File: config.mk
export PLATFORM = sky130hd
export DESIGN_NAME = serial_add_core
export DESIGN_NICKNAME = d
export VERILOG_FILES = /design/src/rtl/serial_add_pkg.sv /design/src/rtl/serial_fa_cell.sv /design/src/rtl/serial_add_core.sv
export SDC_FILE = /design/constraint.sdc
export NUM_CORES = 1
export LEC_CHECK = 0
export ABC_AREA = 0
export CORE_UTILIZATION = 47
export CTS_BUF_LIST = sky130_fd_sc_hd__clkbuf_2
export DETAILED_ROUTE_END_ITERATION = 8
export GPL_TIMING_DRIVEN = 0
export PLACE_DENSITY = 0.77
export SLEW_MARGIN = 20
export SYNTH_ARGS = -nofsm -noshare
export SYNTH_HDL_FRONTEND = slang
export SYNTH_SLANG_ARGS = --single-unit
export TNS_END_PERCENT = 1
File: constraint.sdc
create_clock -name i_clk -period 1.17 [get_ports i_clk]
set_input_delay 0.234 -clock i_clk [delete_from_list [all_inputs] [get_ports i_clk]]
set_output_delay 0.234 -clock i_clk [all_outputs]
set_load 0.005 [all_outputs]
File: src/rtl/serial_add_pkg.sv
// Shared constants for the bit-serial adder: FSM encoding, carry states and
// the default operand width.
package serial_add_pkg;

  typedef enum logic [1:0] {
    IDLE = 2'b00,
    RUN  = 2'b01,
    DONE = 2'b10
  } state_t;

  localparam logic S0 = 1'b0;
  localparam logic S1 = 1'b1;

  localparam int N_DEF = 8;

endpackage

File: src/rtl/serial_fa_cell.sv
// One-bit full adder with its carry flop; the flop is the Mealy state of the
// serial adder (S0 = no carry pending, S1 = carry pending).
module serial_fa_cell
  import serial_add_pkg::*;
(
  input  logic i_clk,
  input  logic reset,
  input  logic load,
  input  logic init_carry,
  input  logic enable,
  input  logic a_bit,
  input  logic b_bit,
  output logic sum,
  output logic carry_out
);

  logic carry_reg;

  assign sum       = a_bit ^ b_bit ^ carry_reg;
  assign carry_out = (a_bit & b_bit) | (a_bit & carry_reg) | (b_bit & carry_reg);

  always_ff @(posedge i_clk or posedge reset) begin
    if (reset) begin
      carry_reg <= S0;
    end else if (load) begin
      carry_reg <= init_carry;
    end else if (enable) begin
      carry_reg <= carry_out;
    end
  end

endmodule

File: src/rtl/serial_add_core.sv
// Bit-serial adder front end: captures two operands on start, shifts them out
// LSB-first through a full-adder cell and reports carry-out and completion.
module serial_add_core
  import serial_add_pkg::*;
#(
  parameter int N = N_DEF
) (
  input  logic         i_clk,
  input  logic         reset,
  input  logic         start,
  input  logic [N-1:0] a_in,
  input  logic [N-1:0] b_in,
  input  logic         cin,
  output logic         sum_bit,
  output logic         shift_s,
  output logic         busy,
  output logic         done,
  output logic         cout
);

  localparam int CW = $clog2(N);

  state_t        state_reg, state_next;
  logic [N-1:0]  a_sh_reg, b_sh_reg;
  logic [N-1:0]  a_shr, b_shr;
  logic [CW-1:0] count_reg;
  logic          cout_reg;
  logic          load, running, last_bit;
  logic          fa_sum, fa_carry;

  // Right shift with zero fill into the MSB.
  genvar gi;
  generate
    for (gi = 0; gi < N; gi++) begin : g_shr
      if (gi == N - 1) begin : g_msb
        assign a_shr[gi] = 1'b0;
        assign b_shr[gi] = 1'b0;
      end else begin : g_bit
        assign a_shr[gi] = a_sh_reg[gi+1];
        assign b_shr[gi] = b_sh_reg[gi+1];
      end
    end
  endgenerate

  serial_fa_cell u_fa (
    .i_clk      (i_clk),
    .reset      (reset),
    .load       (load),
    .init_carry (cin),
    .enable     (running),
    .a_bit      (a_sh_reg[0]),
    .b_bit      (b_sh_reg[0]),
    .sum        (fa_sum),
    .carry_out  (fa_carry)
  );

  always_comb begin
    state_next = state_reg;
    load       = 1'b0;
    running    = 1'b0;
    last_bit   = 1'b0;
    case (state_reg)
      IDLE: begin
        if (start) begin
          load       = 1'b1;
          state_next = RUN;
        end
      end
      RUN: begin
        running  = 1'b1;
        last_bit = (count_reg == CW'(N - 1));
        if (last_bit) begin
          state_next = DONE;
        end
      end
      DONE:    state_next = IDLE;
      default: state_next = IDLE;
    endcase
  end

  always_ff @(posedge i_clk or posedge reset) begin
    if (reset) begin
      state_reg <= IDLE;
      a_sh_reg  <= '0;
      b_sh_reg  <= '0;
      count_reg <= '0;
      cout_reg  <= 1'b0;
    end else begin
      state_reg <= state_next;
      if (load) begin
        a_sh_reg  <= a_in;
        b_sh_reg  <= b_in;
        count_reg <= '0;
      end else if (running) begin
        a_sh_reg <= a_shr;
        b_sh_reg <= b_shr;
        // Hold at the last index so the counter never wraps within an operation.
        if (!last_bit) begin
          count_reg <= count_reg + 1'b1;
        end
      end
      if (last_bit) begin
        cout_reg <= fa_carry;
      end
    end
  end

  assign sum_bit = running & fa_sum;
  assign shift_s = (state_reg == RUN);
  assign busy    = (state_reg != IDLE);
  assign done    = (state_reg == DONE);
  assign cout    = cout_reg;

endmodule

Word-level counts from Yosys, hierarchy flattened
Cells that the tools add are included.
- register bits: 23
- bits of input ports: 20
- output and inout bits: 5
- logic and storage cells: 42
- reduce and logical (&&, ||, !) cells: 5
- mux-type cells: 16
- bitwise logic cells: 8
- add/subtract/negate cells: 1
- equality and inequality tests: 6
- operator list (cell ; number):
    8-bit two-way mux ; 4
    3-bit two-way mux ; 3
    1-bit two-way mux ; 6
    1-bit bitwise AND ; 4
    2-bit two-way mux ; 2
    2-bit != test, second input constant ; 2
    2-bit one-hot mux with 2 select lines ; 1
    2-bit AND reduction ; 2
    2-bit nonzero test ; 2
    3-bit by 1-bit adder with 3-bit output, second input constant ; 1
    3-bit equality test, second input constant ; 1
    2-bit by 1-bit equality test with 1-bit output, second input constant ; 1
    2-bit equality test, second input constant ; 1
    2-bit zero test ; 1
    2-bit by 1-bit != test with 1-bit output, second input constant ; 1
    1-bit bitwise OR ; 2
    1-bit XOR ; 2

Depth between registers and ports, before layout
Gate-level depths: netlist of the first run.
- depth after elaboration: 5
- gate-level depth with buffers: 5
- mapped depth without buffers: 4

Cells and area by module
Synthesis of the first run repeated with hierarchy kept, for this count alone.
- cell total of the unflattened synthesis: 114
- area total of the unflattened synthesis: 1131.1 um^2
- by module, submodules not included (module ; times used ; sequential area each (um^2) ; area an instance (um^2) ; cells each):
    serial_add_core ; 1 ; 550.5 ; 1063.5 ; 108
    serial_fa_cell ; 1 ; 25.0 ; 67.6 ; 6

Worst setup path before layout of the first run
No wires, ideal clock.
- kind: register -> output
- start point: reg state_reg[0]
- end point: out busy
- buffers on the path: 3
- path slack: -0.136 ns
- arrival time: 1.072 ns
- required time: 0.936 ns
- cell stages (with the launch flop): 5
- cell sequence: dfrtp_1 -> buf_4 -> buf_6 -> buf_2 -> or2_2
- longest elaborated chain between the ends: 1
- ends and longest elaborated chain (what ; RTL line ; text):
    from (decl) ; serial_add_core.sv:23 ; state_t state_reg, state_next;
    from (signal assigned) ; serial_add_core.sv:89 ; state_reg <= state_next;
    2-bit nonzero test ; serial_add_core.sv:110 ; assign busy = (state_reg != IDLE);
    to (decl) ; serial_add_core.sv:16 ; output logic busy,
Every way passes these cells.

Worst setup path in the final report of the first run
- start point: reg state_reg[1]
- end point: out busy
Same word-level chain as after synthesis.

==> results.json, run 1 <==
{
  "status": "finished with violations",
  "violations": "setup timing",
  "start_kind": "flop",
  "grt_usage": 0.242,
  "grt_max_degree": 24,
  "path_clk_slew_ps": 240,
  "cp_common_cell": "buf_6",
  "tightest_slew_ps": 884,
  "die_y_um": 53.5,
  "core-area_um2": 2500,
  "drt_iter0_drc": 15,
  "r2r_slack_ps": -360,
  "synthCells": 114,
  "gp_congestion": 0.735,
  "yosysMostFrequentCell": "dfrtp_1",
  "std_cell_rows": 18,
  "cp_cell_sequence": "buf_6 > buf_6 > buf_6 > or2_4 > buf_6",
  "worstHoldPathType": "input pin to asynchronous set/reset pin",
  "grt_pass1_vias": 1019,
  "slew_violations": 0,
  "cts-root-buf": "clkbuf_2",
  "seqPwrFrac": 0.323,
  "p_leak_nw": 0.775,
  "reg2regPathDepth": 5,
  "cts_tree": "done",
  "slew_headroom": 0.410,
  "initial_utilization": 0.498,
  "hpwl_mm": 1.77,
  "drtPass1Iterations": 4,
  "crit_slowest_cell": "dfrtp_1",
  "setup_slack_ps": -585,
  "drt_wl_total_mm": 3.07,
  "synth_seq_cells": 23,
  "crit_cells": 5,
  "synth_area_um2": 1240,
  "min_period_ps": 1760,
  "cp_max_fo": 3,
  "clk_path_buf_depth": 2,
  "detailed_place.area_um2": 1540,
  "p_int_w": 0.00262,
  "cap_violations": 0,
  "htreeDepth": 1,
  "p_switching_w": 0.00165,
  "worstPathArrival_ps": 1520,
  "drive_above_1_share": 0.408,
  "grt_pass1_wl_mm": 4.89,
  "fin_crit_sh": 1.50,
  "power.density_nw_per_um2": 2430,
  "critPathKind": "flop to primary output",
  "rsz0062_at_grt": "yes",
  "clock_power_share": 0.079,
  "cp_slowest_stage_delay_ps": 460,
  "wire_per_inst_um": 16.9,
  "synth_edf_count": 0,
  "comb_power_share": 0.598,
  "clk_latency_ps": 360,
  "fmax_mhz": 570,
  "endpoint_kind": "primary output",
  "yosys.area.top_type": "dfrtp_1",
  "async_reset_ff_frac": 1.00,
  "final_cell_area_um2": 1760,
  "die_x_um": 53.5,
  "peakVddDrop_mv": 1.47,
  "cts.sinks": 23,
  "vias": 1043,
  "yosys-top-cells-count": "dfrtp_1, inv_1, a221oi_1, nor4b_1, nor2_1",
  "ys.flop_type": "dfrtp_1",
  "cts_hold_buffers": 0,
  "hold_violations": 0,
  "layout.nets": 176,
  "diodes": 0,
  "yosys-top-cells-area": "dfrtp_1, a221oi_1, nor4b_1, o221a_2, or4b_1",
  "ant_nets": 0,
  "fin_skew_ps": 21.4,
  "synth.net_count": 137,
  "cp_top_family": "buffers and inverters",
  "finalSetupViolCount": 26,
  "syn_to_final_growth_pct": 41.3,
  "numCtsBuffers": 3,
  "numPortBuffers": 24,
  "ys_seq_area_frac": 0.462,
  "switching_share": 0.386,
  "post-route-drc-count": 0,
  "synth_top_area_frac": 0.462,
  "required_ps": 940,
  "gr-total-overflow": 0,
  "tns_ps": -7910,
  "vias_per_cell": 5.73,
  "yosys_warnings": 0,
  "antenna_found_initial": 0,
  "cp_num_buf_inv": 4,
  "syn_area_per_cell_um2": 10.9,
  "nFillCells": 182,
  "pin_count": 25,
  "die-area_um2": 2860,
  "yosysUniqueCellTypes": 28
}
[power groups by stage]
stage	Sequential (W)	Combinational, W	Clock (W)
6_report	0.00138	0.00255	0.000339
5_1_grt	0.00142	0.00280	0.000377
4_1_cts	0.00137	0.00242	0.000354
3_5_place_dp	0.00139	0.00204	0
3_3_place_gp	0.00137	0.00198	0
2_1_floorplan	0.00134	0.00148	0
[worst reg2reg max path, delay by kind of cell, from the launching register on]
family / cells / cell delay, ps
simple gates: 1 / 490
buf+inv: 3 / 370
flops: 1 / 460
compound gates: 1 / 140
[cells in the final DEF (no fill, tap or decap), drive strengths merged]
master / synthesis / layout
a211o: 2 / 2
a21oi: 1 / 1
a221oi: 9 / 9
and3b: 1 / 1
buf: 10 / 23
clkbuf: 1 / 6
clkdlybuf4s50: 0 / 19
clkinv: 0 / 1
dfrtp: 23 / 23
fa: 1 / 1
ha: 2 / 2
inv: 16 / 16
mux2i: 1 / 1
nand2: 2 / 2
nand2b: 2 / 2
nand3: 3 / 3
nor2: 7 / 7
nor2b: 1 / 1
nor3b: 2 / 2
nor4b: 9 / 9
nor4bb: 2 / 2
o21ba: 1 / 1
o21bai: 1 / 1
o221a: 6 / 6
o221ai: 3 / 3
or2: 2 / 2
or4b: 6 / 6
[repair_timing]
item / in CTS / in global routing
endpoints found under the setup margin: 27 / 27
hold endpoints to repair: 0 / 0
resized for setup: 44 / 13
pin swaps: 9 / 1
setup buffers: 9 / 1
[final cells by class]
class	instances	area, um^2	area share
multi-input combinational	64	641	0.364
sequential	23	576	0.327
timing repair buffer	34	312	0.177
buffer	11	111	0.0633
inverter	16	62.6	0.0356
tap	30	37.5	0.0213
clock buffer	3	15.0	0.00853
clock inverter	1	5.00	0.00284
[layer usage]
layer / vias to the layer above / GRT usage / wire length, um
li1: 503 / - / -
met1: 502 / 0.314 / 1370
met2: 31 / 0.394 / 1510
met3: 7 / 0.0603 / 153
met4: 0 / 0.0702 / 38
met5: - / 0 / 0
[metrics by stage]
stage	setup WS [ps]	power, W	utilization	hold WS [ps]	instances
final	-585	0.00427	0.704	316	182
after global routing	-662	0.00459	0.704	401	182
after CTS	-590	0.00414	0.693	331	181
after detailed placement	-630	0.00343	0.616	507	168
after global placement	-636	0.00335	0.616	493	168
after floorplan	-55.7	0.00282	-	236	114
[final timing paths]
check | from | end
worst max-delay path | state_reg[1] | busy
worst min-delay path | reset | b_sh_reg[0]
worst max register to register | state_reg[1] | a_sh_reg[6]
worst min register to register | b_sh_reg[7] | b_sh_reg[7]
max in group asynchronous | reset | b_sh_reg[7]
min in group i_clk | b_sh_reg[7] | b_sh_reg[7]
[kinds of logic (layout without fill, tap and decap cells)]
| group | Yosys count | count (layout) | share of synthesized area |
|---|---|---|---|
| buffers and inverters | 27 | 65 | 0.109 |
| DFF | 23 | 23 | 0.462 |
| muxes | 1 | 1 | 0.00804 |
| adders and majority gates | 3 | 3 | 0.0362 |
| and+or+nand+nor | 37 | 37 | 0.211 |
| AOI/OAI and AO/OA | 23 | 23 | 0.174 |
No activity file was read; power rests on OpenSTA's default activity.
==> run 2, diff against run 1 <==
--- a/config.mk
+++ b/config.mk
@@ -6,7 +6,7 @@
 export NUM_CORES = 1
 export LEC_CHECK = 0
 export ABC_AREA = 0
-export CORE_UTILIZATION = 47
+export CORE_UTILIZATION = 46
 export CTS_BUF_LIST = sky130_fd_sc_hd__clkbuf_2
 export DETAILED_ROUTE_END_ITERATION = 8
 export GPL_TIMING_DRIVEN = 0
@@ -14,5 +14,6 @@
 export SLEW_MARGIN = 20
 export SYNTH_ARGS = -nofsm -noshare
 export SYNTH_HDL_FRONTEND = slang
+export SYNTH_HIERARCHICAL = 1
 export SYNTH_SLANG_ARGS = --single-unit
 export TNS_END_PERCENT = 1
==> run 2 against run 1 <==
Compared with the run above: non-clock buffer count decreased by 10; critical endpoint is now sum_bit; routed wire length decreased by 14%; critical path depth decreased by 2; maximum frequency decreased by 0.21%; final cell count decreased by 4.9%; clock power decreased by 1%; area after synthesis decreased by 9.1%; worst hold slack got worse by 310 ps; sequential share of layout area increased by 4.8 points; largest cell class is now flip-flops and latches; the flow still finishes with violations (setup timing); combinational power decreased by 35%; clock-buffer cell count increased by 1; synthesized cell count unchanged.
==> results.json, run 2 <==
{
  "yosys_warnings": 6,
  "gp_congestion": 0.761,
  "synth.net_count": 137,
  "worstPathArrival_ps": 1530,
  "p_leak_nw": 0.632,
  "crit_cells": 3,
  "tns_ps": -2630,
  "synth_area_um2": 1130,
  "min_period_ps": 1760,
  "final_cell_area_um2": 1530,
  "cts-root-buf": "clkbuf_2",
  "diodes": 0,
  "required_ps": 940,
  "critPathKind": "flop to primary output",
  "setup_slack_ps": -589,
  "layout.nets": 169,
  "numPortBuffers": 23,
  "reg2regPathDepth": 5,
  "violations": "setup timing",
  "cap_violations": 0,
  "gr-total-overflow": 0,
  "endpoint_kind": "primary output",
  "synth_edf_count": 0,
  "finalSetupViolCount": 21,
  "grtUsageMet2": 0.359,
  "final_cell_mix": "o22ai_1, dfrtp_1, clkdlybuf4s50_1",
  "peakVddDrop_mv": 1.38,
  "synth_seq_cells": 23,
  "cts_tree": "done",
  "core-area_um2": 2250,
  "pin_count": 25,
  "fin_cells": 173,
  "status": "finished with violations",
  "ant_nets": 0,
  "path_clk_slew_ps": 220,
  "hold_violations": 0,
  "busiest_layer": "met2",
  "crit_slowest_cell": "fa_1",
  "grt_usage": 0.215,
  "vias_per_cell": 5.84,
  "antenna_found_initial": 0,
  "tightest_slew_ps": 840,
  "ys_seq_area_frac": 0.509,
  "synthCells": 114,
  "cp_top_family": "adder cells",
  "rsz0062_at_grt": "yes",
  "grt_pass1_wl_mm": 4.32,
  "met1_usage": 0.294,
  "wire_per_inst_um": 15.3,
  "initial_utilization": 0.502,
  "grt_util_met3": 0.0292,
  "drt_iter0_drc": 19,
  "cp_slowest_stage_delay_ps": 530,
  "die_y_um": 51.6,
  "grt_pass1_vias": 981,
  "yosys-top-cells-count": "o22ai_1, dfrtp_1, a21oi_1",
  "clk_latency_ps": 330,
  "ys.flop_type": "dfrtp_1",
  "cts.sinks": 23,
  "fin_crit_sh": 1.50,
  "std_cell_rows": 17,
  "syn_to_final_growth_pct": 35.6,
  "fmax_mhz": 568,
  "layout_commonest_cell": "o22ai_1",
  "vias": 1010,
  "yosys-top-cells-area": "dfrtp_1, o22ai_1, a21oi_1, o21ai_0, ha_1",
  "slew_violations": 0,
  "power.density_nw_per_um2": 2240,
  "async_reset_ff_frac": 1.00,
  "slew_headroom": 0.439,
  "worstHoldPathType": "input pin to asynchronous set/reset pin",
  "numCtsBuffers": 3,
  "syn_area_per_cell_um2": 9.92,
  "synth_top_area_frac": 0.509,
  "fin_skew_ps": 3.64,
  "cp_cell_sequence": "fa_1 > and2_1 > buf_2",
  "cp_max_fo": 2,
  "htreeDepth": 1,
  "dp.cells": 165,
  "drtPass1Iterations": 4,
  "drive_above_1_share": 0.262,
  "yosysMostFrequentCell": "o22ai_1",
  "grt_max_degree": 23,
  "yosys.area.top_type": "dfrtp_1",
  "post-route-drc-count": 0,
  "hpwl_mm": 1.77,
  "yosysUniqueCellTypes": 25,
  "cp_num_buf_inv": 1,
  "detailed_place.area_um2": 1410,
  "die-area_um2": 2660,
  "die_x_um": 51.6,
  "drt_wl_total_mm": 2.65,
  "start_kind": "flop",
  "clk_path_buf_depth": 2
}
run 2: power by group:
part | switching (W) | total, W | internal [W] | leakage, nW
Sequential | 0.000290 | 0.00144 | 0.00115 | 0.268
Clock | 0.000243 | 0.000334 | 0.0000904 | 0.0166
Combinational | 0.000810 | 0.00167 | 0.000862 | 0.347
Total | 0.00134 | 0.00344 | 0.00210 | 0.632
run 2: kinds of logic after synthesis:
family | after synthesis | share of synthesized area
muxes | 2 | 0.0188
adders and majority gates | 3 | 0.0398
buffers and inverters | 13 | 0.0597
DFF | 23 | 0.509
and+or+nand+nor | 18 | 0.0907
AOI/OAI and AO/OA | 55 | 0.282
run 2: metal layers:
metal,routed length [um],up-vias
met3,86,3
met4,20,0
met5,0,-
met2,1260,21
met1,1280,493
li1,-,493
run 2: path summary, 6_finish.rpt:
kind	slack [ps]	start	endpoint
worst min register to register	540	cout	cout
max in group asynchronous	310	reset	count_reg[2]
worst max-delay path	-590	u_fa/carry_reg	sum_bit
min in group i_clk	270	start	a_sh_reg[5]
worst max register to register	-280	state_reg[0]	a_sh_reg[6]
worst min-delay path	8	reset	u_fa/carry_reg
run 2: cell type report:
type	instances	area, um^2
Sequential cell	23	576
Clock buffer	4	20.0
Inverter	5	27.5
Multi-Input combinational cell	78	542
Fill cell	196	721
Buffer	8	87.6
Timing Repair Buffer	27	246
Tap cell	28	35.0
run 2: per-stage QoR:
| step | worst slack, ps | hold WS (ps) | util | total power, W |
|---|---|---|---|---|
| 2_1_floorplan | -114 | -37.3 | - | 0.00241 |
| 3_3_place_gp | -597 | 400 | 0.626 | 0.00286 |
| 3_5_place_dp | -598 | 404 | 0.626 | 0.00295 |
| 4_1_cts | -604 | 1.93 | 0.679 | 0.00340 |
| 5_1_grt | -661 | 29.5 | 0.680 | 0.00370 |
| 6_report | -589 | 8.14 | 0.680 | 0.00344 |
run 2: timing repair:
action,4_1_cts,5_1_grt
setup buffers,4,0
setup endpoints to repair,23,25
resized for setup,35,10
pin swaps,3,0
hold buffers,0,0
gates cloned,0,0
